File: src/rtl/sym_vn_lut_loader.sv
// Write-side loader for the dual-bank symmetric VN rank LUT: one full 128-entry refill per start.
// Optional checksum verification is built when SYM_VN_LOADER_CHECKSUM_EN is defined.
module sym_vn_lut_loader #(
   parameter int PAGE_W = 6,
   parameter int DATA_W = 4
) (
   input  logic                  write_clk,
   input  logic                  rst,
   input  logic                  start,
   input  logic [7:0]            expected_sum,
   input  logic [2*DATA_W-1:0]   in_data,
   input  logic                  in_valid,
   output logic                  in_ready,
   output logic [DATA_W-1:0]     lut_in_bank0,
   output logic [DATA_W-1:0]     lut_in_bank1,
   output logic [PAGE_W-1:0]     page_write_addr,
   output logic                  write_addr_offset,
   output logic                  we,
   output logic                  busy,
   output logic                  done,
   output logic                  sum_err
);

   localparam int ADDR_W = PAGE_W + 1;
   localparam logic [ADDR_W-1:0] ADDR_LAST = '1;

   typedef enum logic [1:0] {S_IDLE, S_LOAD, S_DONE} state_t;

   state_t              state_q, state_d;
   logic [ADDR_W-1:0]   addr_q, addr_d;
   logic                beat;
   logic                last_beat;
   logic                start_acc;

   logic [DATA_W-1:0]   bank0_q, bank1_q;
   logic [PAGE_W-1:0]   page_q;
   logic                offset_q;
   logic                we_q;

   assign in_ready  = (state_q == S_LOAD);
   assign busy      = (state_q == S_LOAD);
   assign done      = (state_q == S_DONE);
   assign beat      = in_valid && in_ready;
   assign last_beat = beat && (addr_q == ADDR_LAST);
   assign start_acc = (state_q == S_IDLE) && start;

   always_ff @(posedge write_clk or posedge rst) begin
      if (rst) begin
         state_q <= S_IDLE;
         addr_q  <= '0;
      end else begin
         state_q <= state_d;
         addr_q  <= addr_d;
      end
   end

   always_comb begin
      state_d = state_q;
      addr_d  = addr_q;
      case (state_q)
         S_IDLE: begin
            if (start) begin
               state_d = S_LOAD;
               addr_d  = '0;
            end
         end
         S_LOAD: begin
            if (beat) begin
               addr_d = addr_q + 1'b1;
               if (addr_q == ADDR_LAST) state_d = S_DONE;
            end
         end
         S_DONE:  state_d = S_IDLE;
         default: state_d = S_IDLE;
      endcase
   end

   // Write port is registered: a beat taken this cycle is written next cycle.
   always_ff @(posedge write_clk or posedge rst) begin
      if (rst) begin
         we_q     <= 1'b0;
         bank0_q  <= '0;
         bank1_q  <= '0;
         page_q   <= '0;
         offset_q <= 1'b0;
      end else begin
         we_q <= beat;
         if (beat) begin
            bank0_q  <= in_data[DATA_W-1:0];
            bank1_q  <= in_data[2*DATA_W-1:DATA_W];
            page_q   <= addr_q[PAGE_W-1:0];
            offset_q <= addr_q[PAGE_W];
         end
      end
   end

   assign we                = we_q;
   assign lut_in_bank0      = bank0_q;
   assign lut_in_bank1      = bank1_q;
   assign page_write_addr   = page_q;
   assign write_addr_offset = offset_q;

`ifdef SYM_VN_LOADER_CHECKSUM_EN
   function automatic logic [7:0] pair_sum(input logic [2*DATA_W-1:0] d);
      return 8'(d[DATA_W-1:0]) + 8'(d[2*DATA_W-1:DATA_W]);
   endfunction

   logic [7:0] acc_q;
   logic [7:0] exp_q;
   logic       sum_err_q;

   // The verdict includes the final beat so sum_err is already valid during DONE.
   always_ff @(posedge write_clk or posedge rst) begin
      if (rst) begin
         acc_q     <= '0;
         exp_q     <= '0;
         sum_err_q <= 1'b0;
      end else begin
         if (start_acc) begin
            acc_q <= '0;
            exp_q <= expected_sum;
         end else if (beat) begin
            acc_q <= acc_q + pair_sum(in_data);
         end
         if (last_beat) sum_err_q <= ((acc_q + pair_sum(in_data)) != exp_q);
      end
   end

   assign sum_err = sum_err_q;
`else
   logic unused_cfg;
   assign unused_cfg = ^{expected_sum, start_acc, last_beat};
   assign sum_err    = 1'b0;
`endif

endmodule

File: config.mk
export PLATFORM = sky130hd
export DESIGN_NAME = sym_vn_lut_loader
export DESIGN_NICKNAME = d
export VERILOG_FILES = /design/src/rtl/sym_vn_lut_loader.sv
export SDC_FILE = /design/constraint.sdc
export NUM_CORES = 1
export LEC_CHECK = 0
export CAP_MARGIN = 20
export CORE_AREA = 10 10 61 63
export DETAILED_ROUTE_END_ITERATION = 6
export DIE_AREA = 0 0 71 73
export GPL_TIMING_DRIVEN = 0
export HOLD_SLACK_MARGIN = 0.15
export MAX_ROUTING_LAYER = met4
export PLACE_DENSITY = 0.74
export SLEW_MARGIN = 20
export SYNTH_ARGS = -nofsm -noshare
export SYNTH_HDL_FRONTEND = slang
export SYNTH_SLANG_ARGS = --single-unit
File: constraint.sdc
create_clock -name write_clk -period 4.15 [get_ports write_clk]
set_clock_uncertainty 0.05 [all_clocks]
set_input_delay 0.83 -clock write_clk [delete_from_list [all_inputs] [get_ports write_clk]]
set_output_delay 0.83 -clock write_clk [all_outputs]
set_load 0.03 [all_outputs]
# Yosys cells after proc, flatten, opt, wreduce, memory -nomap -nowiden
# Index checks and enable logic that the tools add are counted.
[word_totals]
regBits = 25
in_bits = 20
output_inout_bits = 20
[op_classes]
n_addsub = 1
eq_ne = 6
mux = 7
n_reduce_logical = 5
[ops]
columns = ["cell", "count"]
rows = [
  ["$mux 7", 2],
  ["$pmux 7 s2", 1],
  ["$add 7x1->7 const B", 1],
  ["$eq 7x7->1 const B", 1],
  ["$mux 2", 3],
  ["$reduce_and 3->1", 2],
  ["$ne 2x1->1 const B", 2],
  ["$pmux 2 s2", 1],
  ["$eq 2x1->1 const B", 1],
  ["$eq 2x2->1 const B", 1],
  ["$logic_not 2->1", 1],
  ["$ne 2x2->1 const B", 1],
  ["$reduce_bool 2->1", 1],
  ["$logic_and 1x1->1", 1],
]

# Depth between registers and ports, before layout
# Gate-level depths: netlist of run 1.
[logic_depth]
word_depth = 4
ltp_mapped = 5
ltp_nobuf = 4

# Worst setup path before layout of run 1
# Ideal clock, no wire load.
[synth_path]
path_kind = "flip-flop to output port"
start = "register state_q[0]"
end = "output in_ready"
arrival_ns = 0.897
t_required_ns = 3.270
setup_slack_ns = 2.373
stages_incl_launch_ff = 3
n_path_buf = 1
path_cell_list = "dfrtp_1 -> and2b_2 -> buf_4"
[synth_via]
elab_chain_len = 1
[synth_rtl]
columns = ["item", "line_no", "source"]
rows = [
  ["from (decl)", "29", "state_t state_q, state_d;"],
  ["from (signal assigned)", "52", "state_q <= state_d;"],
  ["$eq 2x1->1", "-", ""],
  ["to (decl)", "13", "output logic in_ready,"],
]
# Every way passes these cells.

# Worst setup path after layout of run 1
[layout_path]
start = "register state_q[0]"
end = "output in_ready"
[layout_via]
elab_chain_len = 1
[layout_rtl]
columns = ["item", "line_no", "source"]
rows = [
  ["$eq 2x1->1", "40", "assign in_ready = (state_q == S_LOAD);"],
]
# Every way passes these cells.

==> results of run 1 <==
power by group through the flow:
stage	sequential, uW	combinational, uW	clock (uW)
6_report	345	241	104
3_3_place_gp	346	239	0
3_5_place_dp	350	244	0
4_1_cts	345	246	109
5_1_grt	353	260	118
2_1_floorplan	406	79.6	0
cells in the final DEF (no fill, tap or decap), types with 2 or more instances in the layout:
cell type,n
a21oi_1,4
nand3_1,2
nand2_1,3
or4_1,3
mux2_2,15
o21ai_0,6
inv_1,4
dfrtp_1,25
buf_4,3
clkbuf_4,3
o31ai_1,3
and2b_2,2
clkdlybuf4s50_1,30
layer usage:
metal	track usage	vias up	wire [um]
met2	0.159	26	1250
met4	0.0323	0	19
li1	-	380	-
met3	0.0408	2	173
met1	0.0964	387	901
met5	-	-	0
metrics by stage:
| step | instance area, um^2 | hold slack, ps |
|---|---|---|
| 5_1_grt | 1460 | 485 |
| 4_1_cts | 1460 | 474 |
| 3_3_place_gp | 1430 | 439 |
| 2_1_floorplan | 1090 | 449 |
| 3_5_place_dp | 1430 | 445 |
| 6_report | 1460 | 470 |
cells by family after synthesis:
logic type / Yosys count / synth area share
AO/OA/AOI/OAI: 16 / 0.0884
buffers and inverters: 9 / 0.0494
adder cells (fa/ha/maj): 1 / 0.0115
flip-flops: 25 / 0.574
other: 1 / 0.00344
multiplexers: 16 / 0.164
AND/OR/NAND/NOR: 18 / 0.109
layout make-up:
| class | count | area (um^2) |
|---|---|---|
| Clock buffer | 4 | 26.3 |
| Buffer | 5 | 38.8 |
| Timing Repair Buffer | 30 | 300 |
| Inverter | 4 | 15.0 |
| Fill cell | 229 | 1160 |
| Sequential cell | 25 | 626 |
| Multi-Input combinational cell | 52 | 410 |
| Tap cell | 31 | 38.8 |
worst max path at each step:
stage	end	start	cells after the start	slack (ps)
global placement	lut_in_bank0[1]	in_valid	5	1760
finish	in_ready	state_q[0]	3	1460
CTS	in_ready	state_q[0]	3	1450
floorplan	in_ready	state_q[0]	2	2370
detailed placement	lut_in_bank1[3]	in_valid	5	1730
global route	in_ready	state_q[0]	3	1380
sequential cells by signal, summed over array words and instances, names as in the netlist:
register and count:
addr_q 7, state_q 2, write_addr_offset 1, we 1, page_write_addr 6, lut_in_bank0 4
lut_in_bank1 4
critical path: stages, from the launching register on:
cell and delay, ps:
dfrtp_1 480, and2b_2 230, buf_4 120, clkdlybuf4s50_1 670
==> results_dict.tcl, run 1 <==
set metrics [dict create \
    status "complete, no violations" \
    drtIter0Drc 3 \
    antenna_found_initial 0 \
    instances_no_fill 151 \
    postLayoutCoreUtil 0.556 \
    drt_pre_antenna_iters 4 \
    grt_max_degree 26 \
    dp_hpwl_um 1840 \
    areaGrowthSynthToFinish_pct 33.5 \
    clock_sinks 25 \
    synth_seq_area_share 0.574 \
    r2r-start "state_q[0]" \
    internal_power_uw 450 \
    num_vias 795 \
    ys_ff_latch 25 \
    combPwrFrac 0.350 \
    arrival_ps 1810 \
    tns_ps 0 \
    max_cap_violations 0 \
    grt_pass1_wl_um 3860 \
    grt_pass1_vias 810 \
    setup_viol 0 \
    crit_fanout 7 \
    antenna_cells 0 \
    io_pins 40 \
    dpl.cell_count 147 \
    die_w_um 71 \
    setup.worst_path.end_class "primary output" \
    die_h_um 73 \
    die_area_um2 5180 \
    row_count 19 \
    dp_slack_ps 1730 \
    synth_cell_types 27 \
    critical_path_class "reg2out" \
    wl_per_cell_um 15.5 \
    cts_tree "yes" \
    slew_viol_final 0 \
    drc 0 \
    routed_wl_um 2340 \
    fmax_ghz 0.372 \
    portBuffers 30 \
    syn_nets 107 \
    synthCells 86 \
    worstMarginPinSlew_ps 904 \
    switchingPower_uw 240 \
    pwr-share-clk 0.151 \
    ys.flop_type "dfrtp_1" \
    yosysTopAreaCell "dfrtp_1" \
    gp_congestion 0.805 \
    min_delay_worst_endpoint "lut_in_bank1[2]" \
    cts_buffer_depth 2 \
    worst_r2r_endpoint "lut_in_bank1[3]" \
    ant_nets 0 \
    rsz0062_at_grt "false" \
    cts_root_buf "clkbuf_4" \
    min_path_cells 1 \
    cts_setup_buffers 0 \
    min_from "lut_in_bank1[2]" \
    async_reset_ff_frac 1.00 \
    fin_ws_ps 1460 \
    required_ps 3270 \
    yosysMostFrequentCell "dfrtp_1" \
    synthTopCellsByCount "25 x dfrtp_1, 15 x mux2_2, 6 x o21ai_0" \
    power.total_uw 690 \
    switching_share 0.348 \
    grt_usage 0.0944 \
    hold_viol_final 0 \
    core-area_um2 2620 \
    grt_remaining_overflow 0 \
    path_clk_slew_ps 120 \
    p_leak_uw 0.000611 \
    cellPowerDensity_nw_per_um2 474 \
    r2r_cells 5 \
    hp-class "reg2reg" \
    viasPerCell 5.26 \
    drive_above_1_share 0.225 \
    holdBufCountCts 0 \
    netlist_area_um2 1090 \
    period_share 0.648 \
    h-tree-depth 1 \
    r2r_setup_slack_ps 2460 \
    start_util 0.417 \
    avgSynthCellArea_um2 12.7 \
    min_period_ps 2690 \
    pwr-share-seq 0.499 \
    nNetsFinal 142 \
    critPathLaunchType "flop" \
    clock_latency_ps 310 \
    cts_resized 0 \
    yosysWarnings 0 \
    ir_worst_vdd_mv 0.418 \
    numCtsBuffers 3 \
    relSlewSlack 0.397 \
    yosysTopAreaCellShare 0.574 \
    synth_edf_count 0 \
    synthTopCellsByArea "dfrtp_1 57%, mux2_2 15%, o21ai_0 2.8%" \
]
No activity file was read; power rests on OpenSTA's default activity.
==> run 2, diff against run 1 <==
--- a/config.mk
+++ b/config.mk
@@ -6,13 +6,13 @@
 export NUM_CORES = 1
 export LEC_CHECK = 0
 export CAP_MARGIN = 20
-export CORE_AREA = 10 10 61 63
+export CORE_AREA = 10 10 64 66
 export DETAILED_ROUTE_END_ITERATION = 6
-export DIE_AREA = 0 0 71 73
+export DIE_AREA = 0 0 74 76
 export GPL_TIMING_DRIVEN = 0
 export HOLD_SLACK_MARGIN = 0.15
 export MAX_ROUTING_LAYER = met4
-export PLACE_DENSITY = 0.74
+export PLACE_DENSITY = 0.7
 export SLEW_MARGIN = 20
 export SYNTH_ARGS = -nofsm -noshare
 export SYNTH_HDL_FRONTEND = slang
==> constraint.sdc (replaced) <==
create_clock -name write_clk -period 2.2 [get_ports write_clk]
set_clock_uncertainty 0.05 [all_clocks]
set_input_delay 0.44 -clock write_clk [delete_from_list [all_inputs] [get_ports write_clk]]
set_output_delay 0.44 -clock write_clk [all_outputs]
set_load 0.03 [all_outputs]
==> run 2 against run 1 <==
Compared with the run above: core utilization decreased by 5.9 points; first-iteration DRC count increased to 3.3 times the previous value; via count decreased by 3.6%; global-route usage decreased by 0.80 points; total power increased by 89%; count of clock-buffer cells in the layout decreased by 1; non-clock buffer count unchanged; worst setup slack got worse by 1300 ps; critical endpoint unchanged; largest power group unchanged.
==> results_dict.tcl, run 2 (synthesis results as in run 1) <==
set metrics [dict create \
    drtIter0Drc 10 \
    busiest_layer "met2" \
    path_clk_slew_ps 140 \
    grt_max_degree 26 \
    drc 0 \
    use_met2 0.131 \
    nNetsFinal 142 \
    rsz0062_at_grt "false" \
    die_w_um 74 \
    fill_cells 262 \
    ant_nets 0 \
    grt_pass1_wl_um 3930 \
    hp-class "reg2reg" \
    min_period_ps 2010 \
    layout_common_cells "27 x clkdlybuf4s50_1, 25 x dfrtp_1, 15 x mux2_2" \
    status "complete, no violations" \
    relSlewSlack 0.400 \
    cts_root_buf "clkbuf_4" \
    period_share 0.915 \
    core-area_um2 2930 \
    cts_setup_buffers 0 \
    stdcell_area_um2 1460 \
    p_leak_uw 0.000610 \
    globalRouteMet1Util 0.102 \
    die_area_um2 5620 \
    cts_buffer_depth 2 \
    use_met3 0.0286 \
    cts_resized 3 \
    largest_reg_flops 7 \
    row_count 20 \
    layout_commonest_cell "clkdlybuf4s50_1" \
    gp_congestion 0.862 \
    portBuffers 30 \
    antenna_cells 0 \
    num_vias 766 \
    fmax_ghz 0.497 \
    fin_hold_ws_ps 472 \
    grt_pass1_vias 882 \
    placed_cell_area_um2 1430 \
    holdBufCountCts 0 \
    io_pins 40 \
    cellPowerDensity_nw_per_um2 896 \
    antenna_found_initial 0 \
    die_h_um 76 \
    setup.worst_path.end_class "primary output" \
    h-tree-depth 1 \
    clock_sinks 25 \
    drt_pre_antenna_iters 4 \
    routed_wl_um 2250 \
    grt_remaining_overflow 0 \
    cts_tree "yes" \
    ir_worst_vdd_mv 0.608 \
    tns_ps 0 \
    arrival_ps 1520 \
    top_register "addr_q" \
    setup_viol 0 \
    required_ps 1710 \
    critical_path_class "reg2out" \
    worstMarginPinSlew_ps 899 \
    wl_per_cell_um 14.7 \
    start_util 0.372 \
    max_cap_violations 0 \
    dp_hpwl_um 1740 \
    slew_viol_final 0 \
    numCtsBuffers 3 \
    drive_above_1_share 0.233 \
    hold_viol_final 0 \
    critPathLaunchType "flop" \
    areaGrowthSynthToFinish_pct 33.8 \
    crit_fanout 7 \
    grt_usage 0.0863 \
    viasPerCell 5.01 \
    clock_latency_ps 320 \
]
## run 2: critical path, stage by stage, from the launching register on
cell and delay (ps):
dfrtp_1 470, and2b_2 260, buf_4 130, dlygate4sd2_1 340
## run 2: area by class of cell
| type | instances | area, um^2 | area share |
|---|---|---|---|
| clock buffer | 3 | 22.5 | 0.0155 |
| tap | 33 | 41.3 | 0.0283 |
| sequential | 25 | 626 | 0.429 |
| inverter | 4 | 15.0 | 0.0103 |
| clock inverter | 1 | 7.51 | 0.00515 |
| multi-input combinational | 52 | 410 | 0.282 |
| buffer | 5 | 38.8 | 0.0266 |
| timing repair buffer | 30 | 297 | 0.203 |
## run 2: path summary, 6_finish.rpt
path,from,slack [ps],to,cells past startpoint
max,state_q[0],190,in_ready,3
min,page_write_addr[4],470,page_write_addr[4],1
max reg2reg,state_q[1],530,lut_in_bank0[1],5
min reg2reg,page_write_addr[4],470,page_write_addr[4],1
max in group asynchronous,rst,1000,page_write_addr[3],2
min in group asynchronous,rst,540,lut_in_bank0[0],2
## run 2: through the flow
step	total power, uW	worst slack (ps)	utilization	std cells
floorplan	916	594	-	86
global placement	1110	193	0.489	149
detailed placement	1120	166	0.489	149
CTS	1330	167	0.498	153
global route	1390	88.6	0.498	153
finish	1310	188	0.498	153
## run 2: power breakdown
part	leakage, uW	internal, uW	switching (uW)	total (uW)
combinational	0.000301	214	239	453
clock	0.0000139	69.5	135	204
sequential	0.000295	564	84.5	649
total	0.000610	848	459	1310
## run 2: layer usage
layer	vias to the layer above	share of wire	wire (um)
met2	18	0.49	1110
met4	0	0.015	34
met1	371	0.44	983
met5	-	0	0
li1	373	-	-
met3	4	0.053	120
==> run 3, diff against run 2 <==
--- a/config.mk
+++ b/config.mk
@@ -6,13 +6,13 @@
 export NUM_CORES = 1
 export LEC_CHECK = 0
 export CAP_MARGIN = 20
-export CORE_AREA = 10 10 64 66
+export CORE_AREA = 10 10 61 63
 export DETAILED_ROUTE_END_ITERATION = 6
-export DIE_AREA = 0 0 74 76
-export GPL_TIMING_DRIVEN = 0
+export DIE_AREA = 0 0 71 73
+export DONT_BUFFER_PORTS = 1
 export HOLD_SLACK_MARGIN = 0.15
 export MAX_ROUTING_LAYER = met4
-export PLACE_DENSITY = 0.7
+export PLACE_DENSITY = 0.57
 export SLEW_MARGIN = 20
 export SYNTH_ARGS = -nofsm -noshare
 export SYNTH_HDL_FRONTEND = slang
==> run 3 against run 2 <==
Compared with the run above: core utilization shrank 6.0 points; flip-flop and latch count stayed put; largest cell class unchanged; total power fell by 11%.
==> results_dict.tcl, run 3 (synthesis results as in run 1) <==
set metrics [dict create \
    ant_nets 0 \
    largest_reg_flops 7 \
    h-tree-depth 1 \
    max_cap_violations 0 \
    critical_path_class "reg2out" \
    gp_congestion 0.760 \
    start_util 0.417 \
    grt_pass1_wl_um 3410 \
    dp_hpwl_um 1510 \
    fmax_ghz 0.538 \
    relSlewSlack 0.479 \
    cts_buffer_depth 2 \
    cts_setup_buffers 0 \
    io_pins 40 \
    stdcell_area_um2 1140 \
    rsz0062_at_grt "false" \
    crit_fanout 13 \
    setup.worst_path.end_class "primary output" \
    grt_remaining_overflow 0 \
    drtIter0Drc 46 \
    core-area_um2 2620 \
    top_register "addr_q" \
    cts_resized 0 \
    p_leak_uw 0.000480 \
    clock_sinks 25 \
    hold_viol_final 0 \
    arrival_ps 1370 \
    wl_per_cell_um 17.1 \
    setup_viol 0 \
    cts_root_buf "clkbuf_4" \
    placed_cell_area_um2 1100 \
    viasPerCell 5.55 \
    tns_ps 0 \
    layout_common_cells "25 x dfrtp_1, 15 x mux2_2, 6 x o21ai_0" \
    die_h_um 73 \
    holdBufCountCts 1 \
    grt_max_degree 26 \
    required_ps 1710 \
    num_vias 660 \
    drive_above_1_share 0.284 \
    portBuffers 0 \
    areaGrowthSynthToFinish_pct 5.05 \
    hp-class "in2reg" \
    path_clk_slew_ps 140 \
    clock_latency_ps 310 \
    slew_viol_final 0 \
    cellPowerDensity_nw_per_um2 1010 \
    layout_commonest_cell "dfrtp_1" \
    cts_tree "yes" \
    antenna_found_initial 0 \
    drc 0 \
    ir_worst_vdd_mv 0.530 \
    numCtsBuffers 3 \
    row_count 19 \
    grt_pass1_vias 693 \
    worstMarginPinSlew_ps 760 \
    die_w_um 71 \
    nNetsFinal 110 \
    status "complete, no violations" \
    die_area_um2 5180 \
    routed_wl_um 2040 \
    grt_usage 0.0823 \
    min_period_ps 1860 \
    critPathLaunchType "flop" \
    antenna_cells 0 \
    period_share 0.845 \
    drt_pre_antenna_iters 4 \
]
==> run 3: cell count changes in the layout (fill, tap and decap cells not counted), sizes merged <==
cell           before  now
dlygate4sd3         0    1
clkdlybuf4s50      27    0
buf                 5    2
dlygate4sd2         3    0
==> run 3: per-stage QoR <==
stage / hold slack, ps / setup slack, ps / total power [uW] / cells / util
6_report: 199 / 342 / 1160 / 119 / 0.438
2_1_floorplan: 417 / 594 / 916 / 86 / -
4_1_cts: 188 / 319 / 1180 / 119 / 0.438
3_3_place_gp: 353 / 369 / 964 / 114 / 0.422
5_1_grt: 179 / 224 / 1240 / 119 / 0.438
3_5_place_dp: 357 / 333 / 974 / 114 / 0.422
==> run 3: power by group <==
part	switching [uW]	total [uW]	internal (uW)
registers	222	785	563
logic	77.5	169	91.8
clock network	138	207	69.3
==> run 3: area by class of cell <==
cell class                      count  area [um^2]
Multi-Input combinational cell     52          410
Tap cell                           31         38.8
Sequential cell                    25          626
Inverter                            4         15.0
Clock buffer                        3         22.5
Fill cell                         239         1470
Timing Repair Buffer                3         25.0
Clock inverter                      1         7.51
==> run 3: worst paths after layout <==
check	start	endpoint	slack (ps)	cells after the start
max	state_q[1]	busy	340	2
min	in_valid	state_q[0]	200	1
max reg2reg	state_q[1]	lut_in_bank0[2]	350	4
min reg2reg	addr_q[0]	addr_q[0]	520	1
max in group asynchronous	rst	page_write_addr[3]	1320	3
min in group asynchronous	rst	lut_in_bank0[0]	540	3
==> run 3: worst max-delay path: stages (launching register included) <==
cell	delay [ps]
dfrtp_1	570
and2b_2	280
buf_4	200
==> run 3: layer usage <==
| layer | GRT usage | vias up | share of wire |
|---|---|---|---|
| li1 | - | 309 | - |
| met1 | 0.0988 | 333 | 0.43 |
| met2 | 0.121 | 16 | 0.49 |
| met3 | 0.0327 | 2 | 0.070 |
| met4 | 0.0323 | 0 | 0.0083 |
| met5 | - | - | 0 |
